$ cat config.mk
export PLATFORM = sky130hd
export DESIGN_NAME = core_wb_initiator
export DESIGN_NICKNAME = d
export VERILOG_FILES = /design/src/rtl/core_wb_pkg.sv /design/src/rtl/wb_lane_unit.sv /design/src/rtl/core_wb_initiator.sv
export SDC_FILE = /design/constraint.sdc
export NUM_CORES = 1
export LEC_CHECK = 0
export ABC_AREA = 1
export BUFFER_PORTS_ARGS = -buffer_cell sky130_fd_sc_hd__buf_2
export CORE_MARGIN = 2
export CORE_UTILIZATION = 55
export CTS_BUF_LIST = sky130_fd_sc_hd__clkbuf_4 sky130_fd_sc_hd__clkbuf_8 sky130_fd_sc_hd__clkbuf_16
export CTS_CLUSTER_DIAMETER = 60
export DETAILED_ROUTE_END_ITERATION = 8
export PLACE_DENSITY = 0.77
export SYNTH_ARGS = -nofsm -noshare
export SYNTH_HDL_FRONTEND = slang
export SYNTH_HIERARCHICAL = 1
export SYNTH_SLANG_ARGS = --single-unit
$ cat constraint.sdc
create_clock -name clk -period 4.2 [get_ports clk]
set_clock_uncertainty 0.05 [all_clocks]
set_input_delay 1.26 -clock clk [delete_from_list [all_inputs] [get_ports clk]]
set_output_delay 1.26 -clock clk [all_outputs]
set_load 0.02 [all_outputs]
$ cat src/rtl/core_wb_pkg.sv
// rtl/core_wb_pkg.sv - shared encodings and lane helpers for the core-to-Wishbone initiator
package core_wb_pkg;

  localparam logic [2:0] OPT_B  = 3'b000;
  localparam logic [2:0] OPT_H  = 3'b001;
  localparam logic [2:0] OPT_W  = 3'b010;
  localparam logic [2:0] OPT_BU = 3'b100;
  localparam logic [2:0] OPT_HU = 3'b101;

  typedef enum logic [2:0] {
    S_IDLE   = 3'd0,
    S_RD     = 3'd1,
    S_RMW_RD = 3'd2,
    S_MERGE  = 3'd3,
    S_WR     = 3'd4,
    S_RESP   = 3'd5
  } wb_init_state_t;

  function automatic logic [7:0] byte_lane(input logic [31:0] word, input logic [1:0] sel);
    return word[{sel, 3'b000} +: 8];
  endfunction

  function automatic logic [15:0] half_lane(input logic [31:0] word, input logic sel);
    return word[{sel, 4'b0000} +: 16];
  endfunction

  function automatic logic opt_legal(input logic [2:0] opt);
    return (opt == OPT_B) || (opt == OPT_H) || (opt == OPT_W) ||
           (opt == OPT_BU) || (opt == OPT_HU);
  endfunction

  function automatic logic opt_misaligned(input logic [2:0] opt, input logic [1:0] addr_lo);
    logic r;
    r = 1'b0;
    if ((opt == OPT_H) || (opt == OPT_HU)) r = addr_lo[0];
    else if (opt == OPT_W)                 r = (addr_lo != 2'b00);
    return r;
  endfunction

  function automatic logic opt_is_word(input logic [2:0] opt);
    return opt == OPT_W;
  endfunction

endpackage

$ cat src/rtl/wb_lane_unit.sv
// rtl/wb_lane_unit.sv - combinational load extract/extend and sub-word store merge
module wb_lane_unit
  import core_wb_pkg::*;
(
  input  logic [31:0] i_word,
  input  logic [1:0]  i_addr_lo,
  input  logic [2:0]  i_opt,
  input  logic [31:0] i_wdata,
  output logic [31:0] o_load,
  output logic [31:0] o_merged
);

  logic [7:0]  w_byte;
  logic [15:0] w_half;

  assign w_byte = byte_lane(i_word, i_addr_lo);
  assign w_half = half_lane(i_word, i_addr_lo[1]);

  always_comb begin
    o_load = i_word;
    case (i_opt)
      OPT_B:   o_load = {{24{w_byte[7]}}, w_byte};
      OPT_BU:  o_load = {24'h000000, w_byte};
      OPT_H:   o_load = {{16{w_half[15]}}, w_half};
      OPT_HU:  o_load = {16'h0000, w_half};
      default: o_load = i_word;
    endcase
  end

  // Store size is taken from the width field only; BU/HU stores behave as B/H.
  always_comb begin
    o_merged = i_word;
    case (i_opt)
      OPT_B, OPT_BU: o_merged[{i_addr_lo, 3'b000} +: 8]      = i_wdata[7:0];
      OPT_H, OPT_HU: o_merged[{i_addr_lo[1], 4'b0000} +: 16] = i_wdata[15:0];
      default:       o_merged = i_wdata;
    endcase
  end

endmodule

$ cat src/rtl/core_wb_initiator.sv
// rtl/core_wb_initiator.sv - native load/store port to Wishbone classic initiator
// Sub-word stores run as read-modify-write since the responder has no byte selects.
module core_wb_initiator
  import core_wb_pkg::*;
#(
  parameter logic [31:0] BOOT_ADDRESS   = 32'h0000_0000,
  parameter int unsigned TIMEOUT_CYCLES = 1024
) (
  input  logic        clk,
  input  logic        rst,
  input  logic        memory_read,
  input  logic        memory_write,
  input  logic [2:0]  option,
  input  logic [31:0] address,
  input  logic [31:0] write_data,
  output logic [31:0] read_data,
  output logic        memory_response,
  output logic        error,
  output logic        wb_cyc_o,
  output logic        wb_stb_o,
  output logic        wb_we_o,
  output logic [31:0] wb_adr_o,
  output logic [31:0] wb_dat_o,
  input  logic [31:0] wb_dat_i,
  input  logic        wb_ack_i
);

  localparam logic        TMO_EN   = (TIMEOUT_CYCLES != 0);
  localparam logic [31:0] TMO_LAST = 32'(TIMEOUT_CYCLES) - 32'd1;

  wb_init_state_t r_state, w_state_next;

  logic        r_cyc, r_stb, r_we, r_resp, r_err;
  logic [31:0] r_adr, r_dat_o, r_rdata;
  logic [1:0]  r_addr_lo;
  logic [2:0]  r_opt;
  logic [31:0] r_wdata, r_word, r_tmo_cnt;

  logic        w_cyc_next, w_stb_next, w_we_next, w_resp_next, w_err_next;
  logic [31:0] w_adr_next, w_dat_o_next, w_rdata_next;
  logic [1:0]  w_addr_lo_next;
  logic [2:0]  w_opt_next;
  logic [31:0] w_wdata_next, w_word_next, w_tmo_next;

  logic        w_ack, w_tmo_hit, w_req, w_reject;
  logic [31:0] w_lane_word, w_load_data, w_merged;

  assign w_ack     = wb_ack_i & r_stb;
  assign w_tmo_hit = TMO_EN && (r_tmo_cnt == TMO_LAST);
  assign w_req     = memory_read | memory_write;
  assign w_reject  = (memory_read & memory_write) | ~opt_legal(option) |
                     opt_misaligned(option, address[1:0]);

  // Loads extract straight from the bus; the merge works on the word captured in RMW_RD.
  assign w_lane_word = (r_state == S_MERGE) ? r_word : wb_dat_i;

  wb_lane_unit u_lane (
    .i_word    (w_lane_word),
    .i_addr_lo (r_addr_lo),
    .i_opt     (r_opt),
    .i_wdata   (r_wdata),
    .o_load    (w_load_data),
    .o_merged  (w_merged)
  );

  always_ff @(posedge clk) begin
    if (rst) begin
      r_state   <= S_IDLE;
      r_cyc     <= 1'b0;
      r_stb     <= 1'b0;
      r_we      <= 1'b0;
      r_resp    <= 1'b0;
      r_err     <= 1'b0;
      r_adr     <= BOOT_ADDRESS;
      r_dat_o   <= 32'h0;
      r_rdata   <= 32'h0;
      r_addr_lo <= 2'b00;
      r_opt     <= OPT_W;
      r_wdata   <= 32'h0;
      r_word    <= 32'h0;
      r_tmo_cnt <= 32'h0;
    end else begin
      r_state   <= w_state_next;
      r_cyc     <= w_cyc_next;
      r_stb     <= w_stb_next;
      r_we      <= w_we_next;
      r_resp    <= w_resp_next;
      r_err     <= w_err_next;
      r_adr     <= w_adr_next;
      r_dat_o   <= w_dat_o_next;
      r_rdata   <= w_rdata_next;
      r_addr_lo <= w_addr_lo_next;
      r_opt     <= w_opt_next;
      r_wdata   <= w_wdata_next;
      r_word    <= w_word_next;
      r_tmo_cnt <= w_tmo_next;
    end
  end

  always_comb begin
    w_state_next   = r_state;
    w_cyc_next     = r_cyc;
    w_stb_next     = r_stb;
    w_we_next      = r_we;
    w_resp_next    = r_resp;
    w_err_next     = r_err;
    w_adr_next     = r_adr;
    w_dat_o_next   = r_dat_o;
    w_rdata_next   = r_rdata;
    w_addr_lo_next = r_addr_lo;
    w_opt_next     = r_opt;
    w_wdata_next   = r_wdata;
    w_word_next    = r_word;
    w_tmo_next     = r_tmo_cnt;

    unique case (r_state)
      S_IDLE: begin
        w_tmo_next = 32'h0;
        if (w_req) begin
          w_addr_lo_next = address[1:0];
          w_opt_next     = option;
          w_wdata_next   = write_data;
          if (w_reject) begin
            w_state_next = S_RESP;
            w_resp_next  = 1'b1;
            w_err_next   = 1'b1;
          end else begin
            w_adr_next = {address[31:2], 2'b00};
            w_cyc_next = 1'b1;
            w_stb_next = 1'b1;
            if (memory_read) begin
              w_state_next = S_RD;
              w_we_next    = 1'b0;
            end else if (opt_is_word(option)) begin
              w_state_next = S_WR;
              w_we_next    = 1'b1;
              w_dat_o_next = write_data;
            end else begin
              w_state_next = S_RMW_RD;
              w_we_next    = 1'b0;
            end
          end
        end
      end

      S_RD, S_RMW_RD, S_WR: begin
        if (w_ack) begin
          w_tmo_next = 32'h0;
          w_stb_next = 1'b0;
          if (r_state == S_RMW_RD) begin
            w_word_next  = wb_dat_i;
            w_state_next = S_MERGE;
          end else begin
            w_cyc_next   = 1'b0;
            w_we_next    = 1'b0;
            w_resp_next  = 1'b1;
            w_err_next   = 1'b0;
            w_state_next = S_RESP;
            if (r_state == S_RD) w_rdata_next = w_load_data;
          end
        end else if (w_tmo_hit) begin
          // Abort the whole access, including a half-done RMW.
          w_tmo_next   = 32'h0;
          w_cyc_next   = 1'b0;
          w_stb_next   = 1'b0;
          w_we_next    = 1'b0;
          w_resp_next  = 1'b1;
          w_err_next   = 1'b1;
          w_state_next = S_RESP;
        end else if (TMO_EN) begin
          w_tmo_next = r_tmo_cnt + 32'd1;
        end
      end

      S_MERGE: begin
        w_dat_o_next = w_merged;
        w_stb_next   = 1'b1;
        w_we_next    = 1'b1;
        w_state_next = S_WR;
      end

      S_RESP: begin
        w_resp_next  = 1'b0;
        w_err_next   = 1'b0;
        w_state_next = S_IDLE;
      end

      default: w_state_next = S_IDLE;
    endcase
  end

  assign read_data       = r_rdata;
  assign memory_response = r_resp;
  assign error           = r_err;
  assign wb_cyc_o        = r_cyc;
  assign wb_stb_o        = r_stb;
  assign wb_we_o         = r_we;
  assign wb_adr_o        = r_adr;
  assign wb_dat_o        = r_dat_o;

endmodule

## After elaboration in Yosys (flattened, before gate mapping)

Cells that the tools add are included.

- Flip-flop bits (word level): 203
- Latch bits: 0
- RAM bits: 0
- Bits in read-only memories: 0
- Memories: 0

- $add $sub $neg: 3
- $mul: 0
- Divide/modulo/power cells: 0
- Order comparisons: 0
- Eq/ne operators: 20
- Shifts and indexed selects: 6
- Mux-type cells: 44
- Bitwise gates (word level): 8
- Reduce and logical (&&, ||, !) cells: 26

Operators with widths:

| cell | number |
|---|---|
| $mux 32 | 7 |
| $pmux 32 s2 | 3 |
| $pmux 32 s4 | 1 |
| $bwmux 32 | 2 |
| $add 32x1->32 const B | 1 |
| $eq 32x10->1 const B | 1 |
| $shift 16x7->32 const A | 1 |
| $shift 8x7->32 const A | 1 |
| $shiftx 16x7->32 | 1 |
| $shiftx 32x6->16 | 1 |
| $shiftx 32x6->8 | 1 |
| $shiftx 8x7->32 | 1 |
| $mux 3 | 7 |
| $reduce_and 5->1 | 4 |
| $eq 3x3->1 const B | 6 |
| $mux 1 | 18 |
| $neg 5->7 | 2 |
| $pmux 1 s3 | 4 |
| $ne 2x2->1 const B | 5 |
| $eq 3x1->1 const B | 3 |
| $eq 3x2->1 const B | 3 |
| $logic_not 3->1 | 3 |
| $pmux 3 s3 | 1 |
| $reduce_and 4->1 | 2 |
| other kinds (12) | 28 |

## Depth between registers and ports, before layout

- Depth after elaboration: 11
- Depth in mapped cells: 17
- Mapped depth without buffers: 14

## Hierarchy

The synthesis kept the hierarchy.

Modules (own cells, without submodules):

| module | times used | cells each | area an instance (um^2) |
|---|---|---|---|
| core_wb_initiator | 1 | 1348 | 9058.7 |
| wb_lane_unit | 1 | 460 | 2179.6 |

## Least setup slack after synthesis

No wires, ideal clock.

- Kind: input -> register
- Start: in option[0]
- End: reg r_dat_o[17] (netlist: wb_dat_o[17])
- Data arrival time: 2.246 ns
- Slack: 1.791 ns
- Stages on the path: 9
- Path buffers: 1
- Path through: nor2_4 > nand3_1 > nand2_1 > nand2_1 > o21ai_2 > clkbuf_1 > nand4_1 > nand2_1 > nor2_1

- Word-level cells in the longest chain between the ends: 10
- Elaborated cells between the ends (all ways): 18
- Those cells by class: eq/ne: 6; mux: 2; bitwise: 3; reduce/logical: 7

Ends and longest elaborated chain:

| element | line | RTL |
|---|---|---|
| start, declared | core_wb_initiator.sv:13 | `input logic [2:0] option,` |
| $eq 3x1->1 or $logic_not 3->1 (tied branches) | core_wb_pkg.sv:28, core_wb_pkg.sv:35 |  |
| $logic_or 1x1->1 (3 in series) | core_wb_pkg.sv:28 | `return (opt == OPT_B) \|\| (opt == OPT_H) \|\| (opt == OPT_W) \|\|` |
| $logic_or 1x1->1 | core_wb_pkg.sv:29 | `(opt == OPT_BU) \|\| (opt == OPT_HU);` |
| $not 1->1 | core_wb_initiator.sv:51 | `assign w_reject = (memory_read & memory_write) \| ~opt_legal(option) \|` |
| $or 1x1->1 (2 in series) | core_wb_initiator.sv:51 |  |
| $ne 2x2->1 (no source line) | - |  |
| $reduce_and 5->1 (no source line) * | - |  |
| end signal, assigned | core_wb_initiator.sv:90 | `r_dat_o <= w_dat_o_next;` |
| end, declared | core_wb_initiator.sv:34 | `logic [31:0] r_adr, r_dat_o, r_rdata;` |

Mark *: on every way between the ends. The rest lies on a longest branch, timed or not.
A chain may end at the register's enable or synchronous reset.

## Worst setup path after layout

- Start: in memory_read
- End: reg r_adr[16] (netlist: wb_adr_o[16])

- Word-level cells in the longest chain between the ends: 5
- Elaborated cells between the ends (all ways): 6
- Those cells by class: bitwise: 5; reduce/logical: 1

Ends and longest elaborated chain:

| element | line | RTL |
|---|---|---|
| start, declared | core_wb_initiator.sv:11 | `input logic memory_read,` |
| $and 1x1->1 | core_wb_initiator.sv:51 |  |
| $or 1x1->1 (2 in series) | core_wb_initiator.sv:51 |  |
| $not 1->1 (no source line) | - |  |
| $reduce_and 3->1 (no source line) * | - |  |
| end signal, assigned | core_wb_initiator.sv:89 | `r_adr <= w_adr_next;` |
| end, declared | core_wb_initiator.sv:34 |  |

Marks and branches as above.

==> flow_summary.ini <==
[clock_network]
cts.path.max_buffers = 3
ctsHtreeMaxLevel = 1
cts_setup_buffers = 0
clock_latency_ns = 0.53
cts_resized = 0
clkSinkCount = 203
cts_tree = yes
root_buffer = clkbuf_16
clk_pin_slew_ns = 0.06
hold_buffers = 0
cts_buffers = 23

[floorplanning]
rows = 52
coreArea_um2 = 20200
dieWidth_um = 147
start_util = 0.557
die-area_um2 = 21600
io_pins = 205
die_y_um = 147

[grt]
busiest_layer = met2
grt_util_met3 = 0.0441
grt_pass1_wl_mm = 56.3
grt_usage = 0.315
grt_pass1_vias = 11110
use_met1 = 0.448
grt_max_degree = 68
gr-total-overflow = 0
grt_use_met2 = 0.500
grt_antenna_before_repair = 0

[setup_path]
crit_path_start_kind = input port
crit_fanout = 39
path_class = in2reg
endpoint_kind = register
worstPathRequired_ns = 4.57
rrSetupSlack_ns = 1.49
crit_arrival_ns = 3.10

[power_and_ir_drop]
p_leak_nw = 6.25
power.density_nw_per_um2 = 583
total_power_mw = 7.65
ir_worst_vdd_mv = 0.353

[yosys]
yosysWarnings = 6
synth_edf_count = 0
synthArstFlopShare = 0
synth_flop_cell = dfxtp_1
netlist-cell-type-count = 38
avgSynthCellArea_um2 = 6.22
ys_ff_latch = 203
syn_area_um2 = 11200
synthCells = 1808
yosysSeqAreaShare = 0.362

[timing]
fmax_mhz = 366
min_period_over_period = 0.651
hold_slack_ns = 0.397
rsz0062_at_grt = false
setup_violations = 0
finalHoldViolCount = 0
final_max_slew_viol_count = 0
fin_setup_tns_ns = 0
slew_headroom = 0.402
worst_slew_pin_slew_ns = 0.896
fin_crit_ns = 2.73

[placed_design]
placed_area_um2 = 12300
place.gp.congestion = 0.958
hpwl_mm = 24.7
io_buffers = 202

[cells_and_area]
layout_common_cells = 456 x nand2_1, 375 x nor2_1, 207 x o21ai_0
fill_cells = 1883
finalNetCount = 2073
drive_gt1_frac = 0.160
num_antenna_cells = 0
syn2layout_area_growth_pct = 16.7
final_util = 0.650
design_area_um2 = 13100
layout_commonest_cell = nand2_1

[detailed_routing]
dr.pass1.iters = 5
wire_per_inst_um = 15.5
drc = 0
routed_via_density = 5.45
wl_mm = 35.0
drt_iter0_drc = 1108
vias = 12271
ant_nets = 0

[worst_hold_path]
holdCritPathClass = reg2reg

[job]
maxCapViolations = 0

[run_status]
status = complete, no violations
[power breakdown]
group	switching, mW	internal [mW]	leakage [nW]
sequential	0.220	2.23	1.65
clock	0.842	1.39	0.424
combinational	2.14	0.828	4.17
total	3.20	4.45	6.25
[stage by stage]
| step | setup slack [ns] | instances |
|---|---|---|
| final | 1.47 | 2250 |
| after global routing | 1.21 | 2250 |
| after CTS | 1.51 | 2250 |
| after detailed placement | 0.968 | 2208 |
| after global placement | 1.06 | 2208 |
| after floorplan | 1.79 | 1809 |
[state kept, by name (all words and copies together), names as in the netlist]
register         flops
r_wdata             32
read_data           32
wb_we_o              1
r_opt                3
r_tmo_cnt           32
r_state              3
wb_dat_o            32
memory_response      1
r_addr_lo            2
wb_cyc_o             1
wb_stb_o             1
r_word              32
error                1
wb_adr_o            30
[kinds of logic after synthesis]
family	Yosys count	synth area share
adders and majority gates	6	0.00668
AOI/OAI and AO/OA	326	0.152
other	1	0.000334
xor gates and xnor gates	7	0.00546
DFF	203	0.362
and+or+nand+nor	1018	0.377
buffers and inverters	247	0.0972
[Yosys cell counts, types with 8 or more instances]
cell	n	area, µm²
a21oi_1	87	435
buf_2	31	155
buf_4	8	60.1
buf_6	12	135
clkbuf_1	48	180
dfxtp_1	203	4060
inv_1	134	503
inv_2	8	30.0
nand2_1	456	1710
nand3_1	102	510
nand4_1	50	313
nor2_1	375	1410
o211ai_1	14	105
o21ai_0	207	1040
o21ai_2	8	70.1
[final cells by class]
class	count	area (µm²)	share of cell area
Clock inverter	13	200	0.0153
Clock buffer	29	639	0.0487
Sequential cell	203	4060	0.310
Inverter	145	552	0.0421
Multi-Input combinational cell	1359	6100	0.465
Tap cell	270	338	0.0257
Timing Repair Buffer	231	1230	0.0936
[metal layers]
| layer | part of all wire | vias to the layer above |
|---|---|---|
| li1 | - | 6110 |
| met1 | 0.45 | 5556 |
| met2 | 0.44 | 525 |
| met3 | 0.083 | 80 |
| met4 | 0.033 | 0 |
| met5 | 0 | - |
[worst paths after layout]
path	from	end	cells after the start
hold reg to reg	r_word[12]$_SDFFE_PP0P_	r_word[12]$_SDFFE_PP0P_	2
setup reg to reg	r_state[2]$_SDFFE_PP0P_	read_data[11]$_SDFFE_PP0P_	14
setup / recovery	memory_read	wb_adr_o[16]$_SDFFE_PP0P_	8
hold / removal	r_word[12]$_SDFFE_PP0P_	r_word[12]$_SDFFE_PP0P_	2
[worst max-delay path: stages]
cell and delay [ns]:
buf_2 0.11, nor2_1 0.09, nor2_4 0.65, inv_2 0.07, nor2_1 0.17, inv_1 0.40, nor2_1 0.25, nor2_1 0.07
Note: power is estimated with default switching activity, not from simulation.
